### src/rtl/arb_pkg.sv
// Shared constants and types for the arbiter dispatch path and its per-core receive queues.
package arb_pkg;

    localparam int INSTR_W       = 32;
    localparam int DEFAULT_DEPTH = 8;
    localparam int STAT_W        = 16;

    // Instruction field layout as produced by the arbiter.
    localparam int FORCE_BIT     = 27;
    localparam int CORE_SEL_BIT  = 26;
    localparam int SRC_FLAG_BIT  = 23;
    localparam int DST_FLAG_BIT  = 22;
    localparam int DST_MSB       = 21;
    localparam int DST_LSB       = 11;
    localparam int SRC_MSB       = 10;
    localparam int SRC_LSB       = 0;

    typedef enum logic [1:0] {
        IDLE  = 2'd0,
        ISSUE = 2'd1,
        HOLD  = 2'd2,
        FLUSH = 2'd3
    } fifo_state_e;

    function automatic logic [STAT_W-1:0] sat_inc(input logic [STAT_W-1:0] value, input logic en);
        return (en && (value != {STAT_W{1'b1}})) ? value + STAT_W'(1) : value;
    endfunction

endpackage

### src/rtl/fifo_ram.sv
// DEPTH x WIDTH instruction storage: synchronous write, asynchronous read.
module fifo_ram #(
    parameter int DEPTH = 8,
    parameter int WIDTH = 32
) (
    input  logic                     clk,
    input  logic                     we,
    input  logic [$clog2(DEPTH)-1:0] waddr,
    input  logic [WIDTH-1:0]         wdata,
    input  logic [$clog2(DEPTH)-1:0] raddr,
    output logic [WIDTH-1:0]         rdata
);

    logic [WIDTH-1:0] mem [DEPTH];

    // NOTE: storage is not reset; occupancy is tracked by count, so stale entries are never presented.
    always_ff @(posedge clk) begin
        if (we) begin
            mem[waddr] <= wdata;
        end
    end

    assign rdata = mem[raddr];

endmodule

### src/rtl/core_instr_fifo.sv
// Per-core instruction receive queue: drops bubbles, issues the head over valid/ready, single-cycle flush.
// Define FIFO_STATS_EN to add saturating pushed/bubble/hold-cycle statistics outputs.
module core_instr_fifo #(
    parameter int DEPTH   = arb_pkg::DEFAULT_DEPTH,
    parameter int INSTR_W = arb_pkg::INSTR_W
) (
    input  logic                       clk,
    input  logic                       rst,
    input  logic                       push_valid,
    input  logic [INSTR_W-1:0]         push_data,
    output logic                       push_ready,
    output logic                       issue_valid,
    output logic [INSTR_W-1:0]         issue_instr,
    input  logic                       issue_ready,
    input  logic                       flush,
    output logic [$clog2(DEPTH):0]     count,
    output logic                       full,
    output logic                       empty
`ifdef FIFO_STATS_EN
    ,
    output logic [arb_pkg::STAT_W-1:0] stat_pushed,
    output logic [arb_pkg::STAT_W-1:0] stat_bubbles,
    output logic [arb_pkg::STAT_W-1:0] stat_hold_cycles
`endif
);

    import arb_pkg::*;

    localparam int AW = $clog2(DEPTH);
    localparam int CW = AW + 1;

    logic [AW-1:0]      wr_ptr;
    logic [AW-1:0]      rd_ptr;
    logic [AW-1:0]      rd_ptr_nxt;
    logic [CW-1:0]      count_nxt;
    logic [INSTR_W-1:0] ram_rdata;
    logic [INSTR_W-1:0] instr_nxt;
    logic               push_acc;
    logic               store;
    logic               pop;
    logic               bypass;
    fifo_state_e        state;
    fifo_state_e        state_nxt;

    assign full        = (count == CW'(DEPTH));
    assign empty       = (count == '0);
    assign push_ready  = !full;
    assign issue_valid = (state == ISSUE) || (state == HOLD);

    // Flush outranks both sides of the handshake in the same cycle.
    assign push_acc   = push_valid && push_ready && !flush;
    assign store      = push_acc && (push_data != '0);
    assign pop        = issue_valid && issue_ready && !flush;

    // The word being written becomes the new head only when the queue drains to it this cycle.
    assign bypass     = store && (count == CW'(pop));
    assign rd_ptr_nxt = pop ? rd_ptr + AW'(1) : rd_ptr;
    assign count_nxt  = count + CW'(store) - CW'(pop);
    assign instr_nxt  = bypass ? push_data : ram_rdata;

    fifo_ram #(
        .DEPTH (DEPTH),
        .WIDTH (INSTR_W)
    ) u_ram (
        .clk   (clk),
        .we    (store),
        .waddr (wr_ptr),
        .wdata (push_data),
        .raddr (rd_ptr_nxt),
        .rdata (ram_rdata)
    );

    // NOTE: sequential state uses <= so every register samples pre-edge values.
    always_ff @(posedge clk or posedge rst) begin
        if (rst) begin
            wr_ptr      <= '0;
            rd_ptr      <= '0;
            count       <= '0;
            issue_instr <= '0;
        end else if (flush) begin
            wr_ptr      <= '0;
            rd_ptr      <= '0;
            count       <= '0;
            issue_instr <= '0;
        end else begin
            if (store) begin
                wr_ptr <= wr_ptr + AW'(1);
            end
            rd_ptr <= rd_ptr_nxt;
            count  <= count_nxt;
            // Reloading from the unchanged head while held keeps issue_instr stable.
            if (count_nxt != '0) begin
                issue_instr <= instr_nxt;
            end
        end
    end

    always_ff @(posedge clk or posedge rst) begin
        if (rst) begin
            state <= IDLE;
        end else begin
            state <= state_nxt;
        end
    end

    // NOTE: state_nxt is defaulted before the case so no latch is inferred.
    always_comb begin
        state_nxt = state;
        unique case (state)
            IDLE: begin
                if (count_nxt != '0) state_nxt = ISSUE;
            end
            ISSUE, HOLD: begin
                if (!issue_ready)          state_nxt = HOLD;
                else if (count_nxt == '0)  state_nxt = IDLE;
                else                       state_nxt = ISSUE;
            end
            FLUSH:   state_nxt = IDLE;
            default: state_nxt = IDLE;
        endcase
        if (flush) state_nxt = FLUSH;
    end

`ifdef FIFO_STATS_EN
    always_ff @(posedge clk or posedge rst) begin
        if (rst) begin
            stat_pushed      <= '0;
            stat_bubbles     <= '0;
            stat_hold_cycles <= '0;
        end else if (flush) begin
            stat_pushed      <= '0;
            stat_bubbles     <= '0;
            stat_hold_cycles <= '0;
        end else begin
            stat_pushed      <= sat_inc(stat_pushed, store);
            stat_bubbles     <= sat_inc(stat_bubbles, push_acc && !store);
            stat_hold_cycles <= sat_inc(stat_hold_cycles, state == HOLD);
        end
    end
`endif

endmodule

### config.mk
export PLATFORM = sky130hd
export DESIGN_NAME = core_instr_fifo
export DESIGN_NICKNAME = d
export VERILOG_FILES = /design/src/rtl/arb_pkg.sv /design/src/rtl/fifo_ram.sv /design/src/rtl/core_instr_fifo.sv
export SDC_FILE = /design/constraint.sdc
export NUM_CORES = 1
export LEC_CHECK = 0
export ABC_AREA = 1
export BUFFER_PORTS_ARGS = -buffer_cell sky130_fd_sc_hd__buf_2
export CAP_MARGIN = 20
export CORE_UTILIZATION = 60
export CTS_CLUSTER_DIAMETER = 40
export DETAILED_ROUTE_END_ITERATION = 8
export PLACE_DENSITY = 0.79
export SYNTH_ARGS = -nofsm -noshare
export SYNTH_HDL_FRONTEND = slang
export SYNTH_SLANG_ARGS = --single-unit
### constraint.sdc
create_clock -name clk -period 4.1 [get_ports clk]
set_input_delay 0.41 -clock clk [delete_from_list [all_inputs] [get_ports clk]]
set_output_delay 0.41 -clock clk [all_outputs]
set_load 0.005 [all_outputs]
# [Yosys cells after proc, flatten, opt, wreduce, memory -nomap -nowiden]
# Memories as Yosys holds them, arrays and structs flattened.
# Cells that the tools add are included.
[totals] register_bits=44 mem_count=1 elab_cells=48 out_inout_bits=40 mem_bits_rw=256 input_bits=37
[memory_table] memory="u_ram.mem" words=8 width=32 rd=1 rd_clocked_by_memory_dff=0 wr=1 line="fifo_ram.sv:14" rtl="logic [WIDTH-1:0] mem [DEPTH];"
[op_classes] reduce_logical=17 eq_ne=6 mux=15 n_addsub=4
[ops] cell="$mux W32" n=3
[ops] cell="$reduce_bool A32 Y1" n=1
[ops] cell="$mux W3" n=4
[ops] cell="$logic_not A4 Y1" n=2
[ops] cell="$add A3 B1 Y3 const B" n=2
[ops] cell="$logic_and A1 B1 Y1" n=6
[ops] cell="$mux W2" n=3
[ops] cell="$pmux W2 S3" n=1
[ops] cell="$add A4 B1 Y4" n=1
[ops] cell="$eq A2 B2 Y1 const B" n=2
[ops] cell="$eq A4 B1 Y1" n=1
[ops] cell="$eq A4 B4 Y1 const B" n=1
[ops] cell="$mux W4" n=1
[ops] cell="$reduce_bool A2 Y1" n=2
[ops] cell="$reduce_bool A4 Y1" n=1
[ops] cell="$sub A4 B1 Y4" n=1
[ops] cell="$mux W1" n=3
[ops] cell="$ne A3 B3 Y1 const B" n=1
[ops] cell="$eq A2 B1 Y1 const B" n=1
[ops] cell="$logic_not A1 Y1" n=2
[ops] cell="$logic_not A2 Y1" n=1
[ops] cell="$reduce_or A2 Y1" n=1
[ops] cell="$logic_or A1 B1 Y1" n=1

# [Depth between registers and ports, before layout]
[depth] word_depth=12 ltp_mapped=22 ltp_nobuf=21

# [Cells and area by module]
# From an unflattened synthesis, not the netlist that was laid out.
[unflattened] hier_cells=1527 hier_area_um2=14051.0
[by_module_without_submodules] module="fifo_ram" seq_area_each_um2=7687.4 area_each_um2=11232.0 cells_each=1124 n_inst=1
[by_module_without_submodules] module="core_instr_fifo" seq_area_each_um2=1101.1 area_each_um2=2819.0 cells_each=403 n_inst=1

# [Worst setup path after synthesis]
# Ideal clock, no wire load.
[synth_timing] path_kind="reg-to-reg" from="reg count[2]" to="mem u_ram.mem[0][0] (enable)" path_slack_ps=953 synth_period_minus_slack_ps=3147 setup_ps=421 arrival_time_ps=2726 path_stages_with_launch=9 path_buffers=0 required_ps=3679 path_cell_list="dfrtp_1 > inv_1 > ha_1 > nor3b_1 > nor2_1 > nand2_1 > inv_1 > nand2_1 > nor2_1"
[synth_via] elab_chain_len=7
[synth_rtl] element="start, declared" line="core_instr_fifo.sv:16" rtl="output logic [$clog2(DEPTH):0] count,"
[synth_rtl] element="start signal, assigned" line="core_instr_fifo.sv:90" rtl="count <= count_nxt;"
[synth_rtl] element="$eq A4 B4 Y1" line="core_instr_fifo.sv:45" rtl="assign full = (count == CW'(DEPTH));"
[synth_rtl] element="net full" line="core_instr_fifo.sv:17" rtl="output logic full,"
[synth_rtl] element="$logic_not A1 Y1" line="core_instr_fifo.sv:47" rtl="assign push_ready = !full;"
[synth_rtl] element="$logic_and A1 B1 Y1 (2 in a row)" line="core_instr_fifo.sv:51" rtl="assign push_acc = push_valid && push_ready && !flush;"
[synth_rtl] element="$logic_and A1 B1 Y1" line="core_instr_fifo.sv:52" rtl="assign store = push_acc && (push_data != '0);"
[synth_rtl] element="$mux W1" line="fifo_ram.sv:18" rtl="if (we) begin"
[synth_rtl] element="$mux W1 (not written as such)" line="fifo_ram.sv:19" rtl="mem[waddr] <= wdata;"
[synth_rtl] element="end, declared" line="fifo_ram.sv:14"
# The timed path passes the listed nets, and every way through them passes these cells.

# [Worst setup path after layout]
[layout_timing] from="reg state[0]" to="reg state[1]"
[layout_via] elab_chain_len=7 elab_cells_between_ends=13 cone_classes="1 x add/sub; 4 x eq/ne; 2 x mux; 6 x reduce/logical"
[layout_rtl] element="start, declared" line="core_instr_fifo.sv:42" rtl="fifo_state_e state;"
[layout_rtl] element="start signal, assigned" line="core_instr_fifo.sv:102" rtl="state <= state_nxt;"
[layout_rtl] element="$eq A2 B1 Y1 or $eq A2 B2 Y1 (tied branches)" line="core_instr_fifo.sv:48, core_instr_fifo.sv:109"
[layout_rtl] element="$logic_or A1 B1 Y1" line="core_instr_fifo.sv:48" rtl="assign issue_valid = (state == ISSUE) || (state == HOLD);"
[layout_rtl] element="$logic_and A1 B1 Y1 (2 in a row)" line="core_instr_fifo.sv:53" rtl="assign pop = issue_valid && issue_ready && !flush;"
[layout_rtl] element="$sub A4 B1 Y4" line="core_instr_fifo.sv:58" rtl="assign count_nxt = count + CW'(store) - CW'(pop);"
[layout_rtl] element="$reduce_bool A4 Y1" line="core_instr_fifo.sv:111" rtl="if (count_nxt != '0) state_nxt = ISSUE;"
[layout_rtl] element="$ne A3 B3 Y1 (no line)"
# Several ways; a longest one is shown, not always the timed one.
# A chain may end at the register's enable or synchronous reset.

==> flow_summary.json <==
{
  "via_per_inst": 6.10,
  "syn-cell-area_um2": 13000,
  "cp-startpoint": "state[0]$_DFFE_PP0P_",
  "slew_headroom_pct": 22.6,
  "switching_power_uw": 3150,
  "violations": "negative hold slack",
  "crit_chain": "inv_1 > ha_1 > nand2_1 > nor2_2 > ha_1 > inv_1 > ha_1 > inv_1 > fa_1 > nand2_1 > nor2_1 > nand2_1 > nor2_2 > buf_4 > nand2_1 > nand2_1 > o21ai_0",
  "cts-resized-gates": 0,
  "path_class": "flip-flop to flip-flop",
  "rsz0062_at_grt": "no",
  "place_hpwl_um": 17300,
  "cts_root_buf": "clkbuf_16",
  "grt_pass1_vias": 9535,
  "fin_tns_setup_ns": 0,
  "detail_route.iter0.violations": 1172,
  "place.gp.congestion": 0.810,
  "wl_um": 32900,
  "layout-drive-gt1-share_pct": 13.9,
  "clockBufferDepth": 3,
  "arrival_ns": 3.75,
  "grt_max_degree": 97,
  "ant_nets": 0,
  "worst_slew_pin_slew_ns": 1.16,
  "synth_cells": 1218,
  "rrSetupSlack_ns": 0.73,
  "status": "finished, violations left",
  "cts_made_buffers": 37,
  "synthSimpleGateAreaFrac_pct": 25.2,
  "post-route-period-util_pct": 82.1,
  "crit_slowest_cell": "fa_1",
  "cts_sinks": 300,
  "post_cts_buffers": 0,
  "ir_worst_vdd_v": 0.000395,
  "rr_worst_depth": 17,
  "holdBufCountCts": 0,
  "pwr-share-clk_pct": 33.8,
  "power_uw": 9510,
  "crit_path_end_kind": "flip-flop",
  "power_density_nw_per_um2": 634,
  "cp_num_buf_inv": 4,
  "postSynthAreaPerCell_um2": 10.6,
  "hp-class": "input pin to async pin",
  "ys_ff_latch": 300,
  "num_rows": 53,
  "crit_top_cell": "nand2_1",
  "initial_core_util_pct": 61.4,
  "maxCapViolCount": 0,
  "synth_compound_area_share_pct": 0.396,
  "place.port_buffers": 76,
  "drv_slew": 0,
  "clk_latency_ns": 0.52,
  "cp.required_ns": 4.48,
  "antenna_found_initial": 0,
  "path_delay_family": "adder cells",
  "cp.depth": 17,
  "die-area_um2": 22200,
  "whs_ns": -0.0546,
  "finalClockSkew_ns": 0.0193,
  "yosysUniqueCellTypes": 25,
  "core_um2": 21100,
  "drtPass1Iterations": 6,
  "die_x_um": 149,
  "synth_seq_area_share_pct": 67.8,
  "post-route-drc-count": 0,
  "synth_fa_ha_area_share_pct": 1.12,
  "r2r-end": "state[1]$_DFFE_PP0P_",
  "clkTransAtPathRegs_ns": 0.06,
  "wl_met2_um": 16100,
  "fmax_mhz": 297,
  "wl_met3_um": 3400,
  "diodes": 0,
  "synth_top_family_by_area": "simple AND/OR/NAND/NOR gates",
  "final_util_pct": 71.1,
  "grt.total_usage_pct": 30.4,
  "drt-met1-wl_um": 12300,
  "total_leakage_power_uw": 0.00614,
  "fin_crit_ns": 3.37,
  "p_sw_share_pct": 33.1,
  "crit_end": "state[1]$_DFFE_PP0P_",
  "pwr-share-comb_pct": 27.6,
  "muxShareOfSynthArea_pct": 0,
  "ys_warn_count": 0,
  "setup_violations": 0,
  "cts_tree": "done",
  "slowest_delay_ns": 0.52,
  "grt_overflow": 0,
  "synth_nets": 1266,
  "setup.worst_path.start_class": "flip-flop",
  "die_height_um": 149,
  "yosys.area_share.xor_xnor_pct": 0.193,
  "grt_pass1_wl_um": 50800,
  "io_pins": 77,
  "nets": 1334,
  "layout_commonest_cell": "nand2_1",
  "htreeDepth": 2,
  "power.internal_uw": 6360,
  "layout_common_cells": "nand2_1, nand3_1, edfxtp_1",
  "seqPwrFrac_pct": 38.7,
  "wl_per_cell_um": 20.7,
  "maxUsedRoutingLayer": "met4",
  "critical_path.max_fanout": 19,
  "r2r_start": "state[0]$_DFFE_PP0P_",
  "area_growth_pct": 15.7,
  "vias": 9699,
  "hold_viol_final": 20
}
==> per-stage QoR <==
stage	setup slack [ns]	instances	instance area (µm²)
after global routing	0.420	1589	15000
final	0.734	1589	15000
after CTS	0.750	1587	14900
after floorplan	0.953	1218	13000
after detailed placement	0.682	1520	13700
after global placement	0.715	1520	13700
==> logic make-up after synthesis <==
| group | count (synthesis) |
|---|---|
| and+or+nand+nor | 735 |
| DFF | 300 |
| buffers and inverters | 161 |
| adders and majority gates | 11 |
| AOI/OAI and AO/OA | 9 |
| xor gates and xnor gates | 2 |
==> synthesized netlist by cell type (all sizes together) <==
| master | instances | share of area (%) |
|---|---|---|
| a21boi | 1 | 0.058 |
| a21oi | 1 | 0.039 |
| buf | 45 | 1.9 |
| clkbuf | 30 | 0.87 |
| dfrtp | 44 | 8.5 |
| edfxtp | 256 | 59 |
| fa | 1 | 0.15 |
| ha | 10 | 0.97 |
| inv | 86 | 2.5 |
| nand2 | 335 | 9.7 |
| nand3 | 325 | 13 |
| nand4 | 34 | 1.6 |
| nor2 | 39 | 1.1 |
| nor3b | 2 | 0.12 |
| o21ai | 7 | 0.30 |
| xnor2 | 1 | 0.068 |
| xor2 | 1 | 0.13 |
==> layer usage <==
layer | vias to the layer above | global-route usage [%]
met4 | 0 | 14.7
met1 | 4578 | 39.7
met2 | 658 | 49.9
met5 | - | 0
met3 | 107 | 5.08
li1 | 4356 | -
==> area by class of cell <==
type | count | area, µm²
Sequential cell | 300 | 8790
Fill cell | 1450 | 6100
Multi-Input combinational cell | 757 | 3600
Clock buffer | 47 | 1010
Timing Repair Buffer | 104 | 711
Tap cell | 275 | 344
Inverter | 86 | 323
Clock inverter | 20 | 213
==> state kept, by name, indices dropped and copies added, names as in the netlist <==
name,flops
issue_instr,32
count,4
u_ram.mem,256
wr_ptr,3
state,2
rd_ptr,3
==> power groups by stage <==
| stage | logic (µW) | clock network, µW | registers, µW |
|---|---|---|---|
| finish | 2620 | 3210 | 3680 |
| global route | 2920 | 3340 | 3700 |
| detailed placement | 2550 | 0 | 3730 |
| CTS | 2570 | 3230 | 3680 |
| global placement | 2470 | 0 | 3730 |
| floorplan | 1700 | 0 | 3720 |
==> worst min path at each step <==
stage          cells past startpoint                           to  slack [ns]                   startpoint
6_report                           2  issue_instr[21]$_DFFE_PP0P_       -0.05                          rst
3_5_place_dp                       2  issue_instr[25]$_DFFE_PP0P_        0.46  issue_instr[25]$_DFFE_PP0P_
3_3_place_gp                       2  issue_instr[16]$_DFFE_PP0P_        0.46  issue_instr[16]$_DFFE_PP0P_
2_1_floorplan                      2   issue_instr[0]$_DFFE_PP0P_        0.47   issue_instr[0]$_DFFE_PP0P_
5_1_grt                            2  issue_instr[21]$_DFFE_PP0P_      0.0004                          rst
4_1_cts                            1   u_ram.mem[5][23]$_DFFE_PP_        0.16                push_data[23]
No activity file was read; power rests on OpenSTA's default activity.
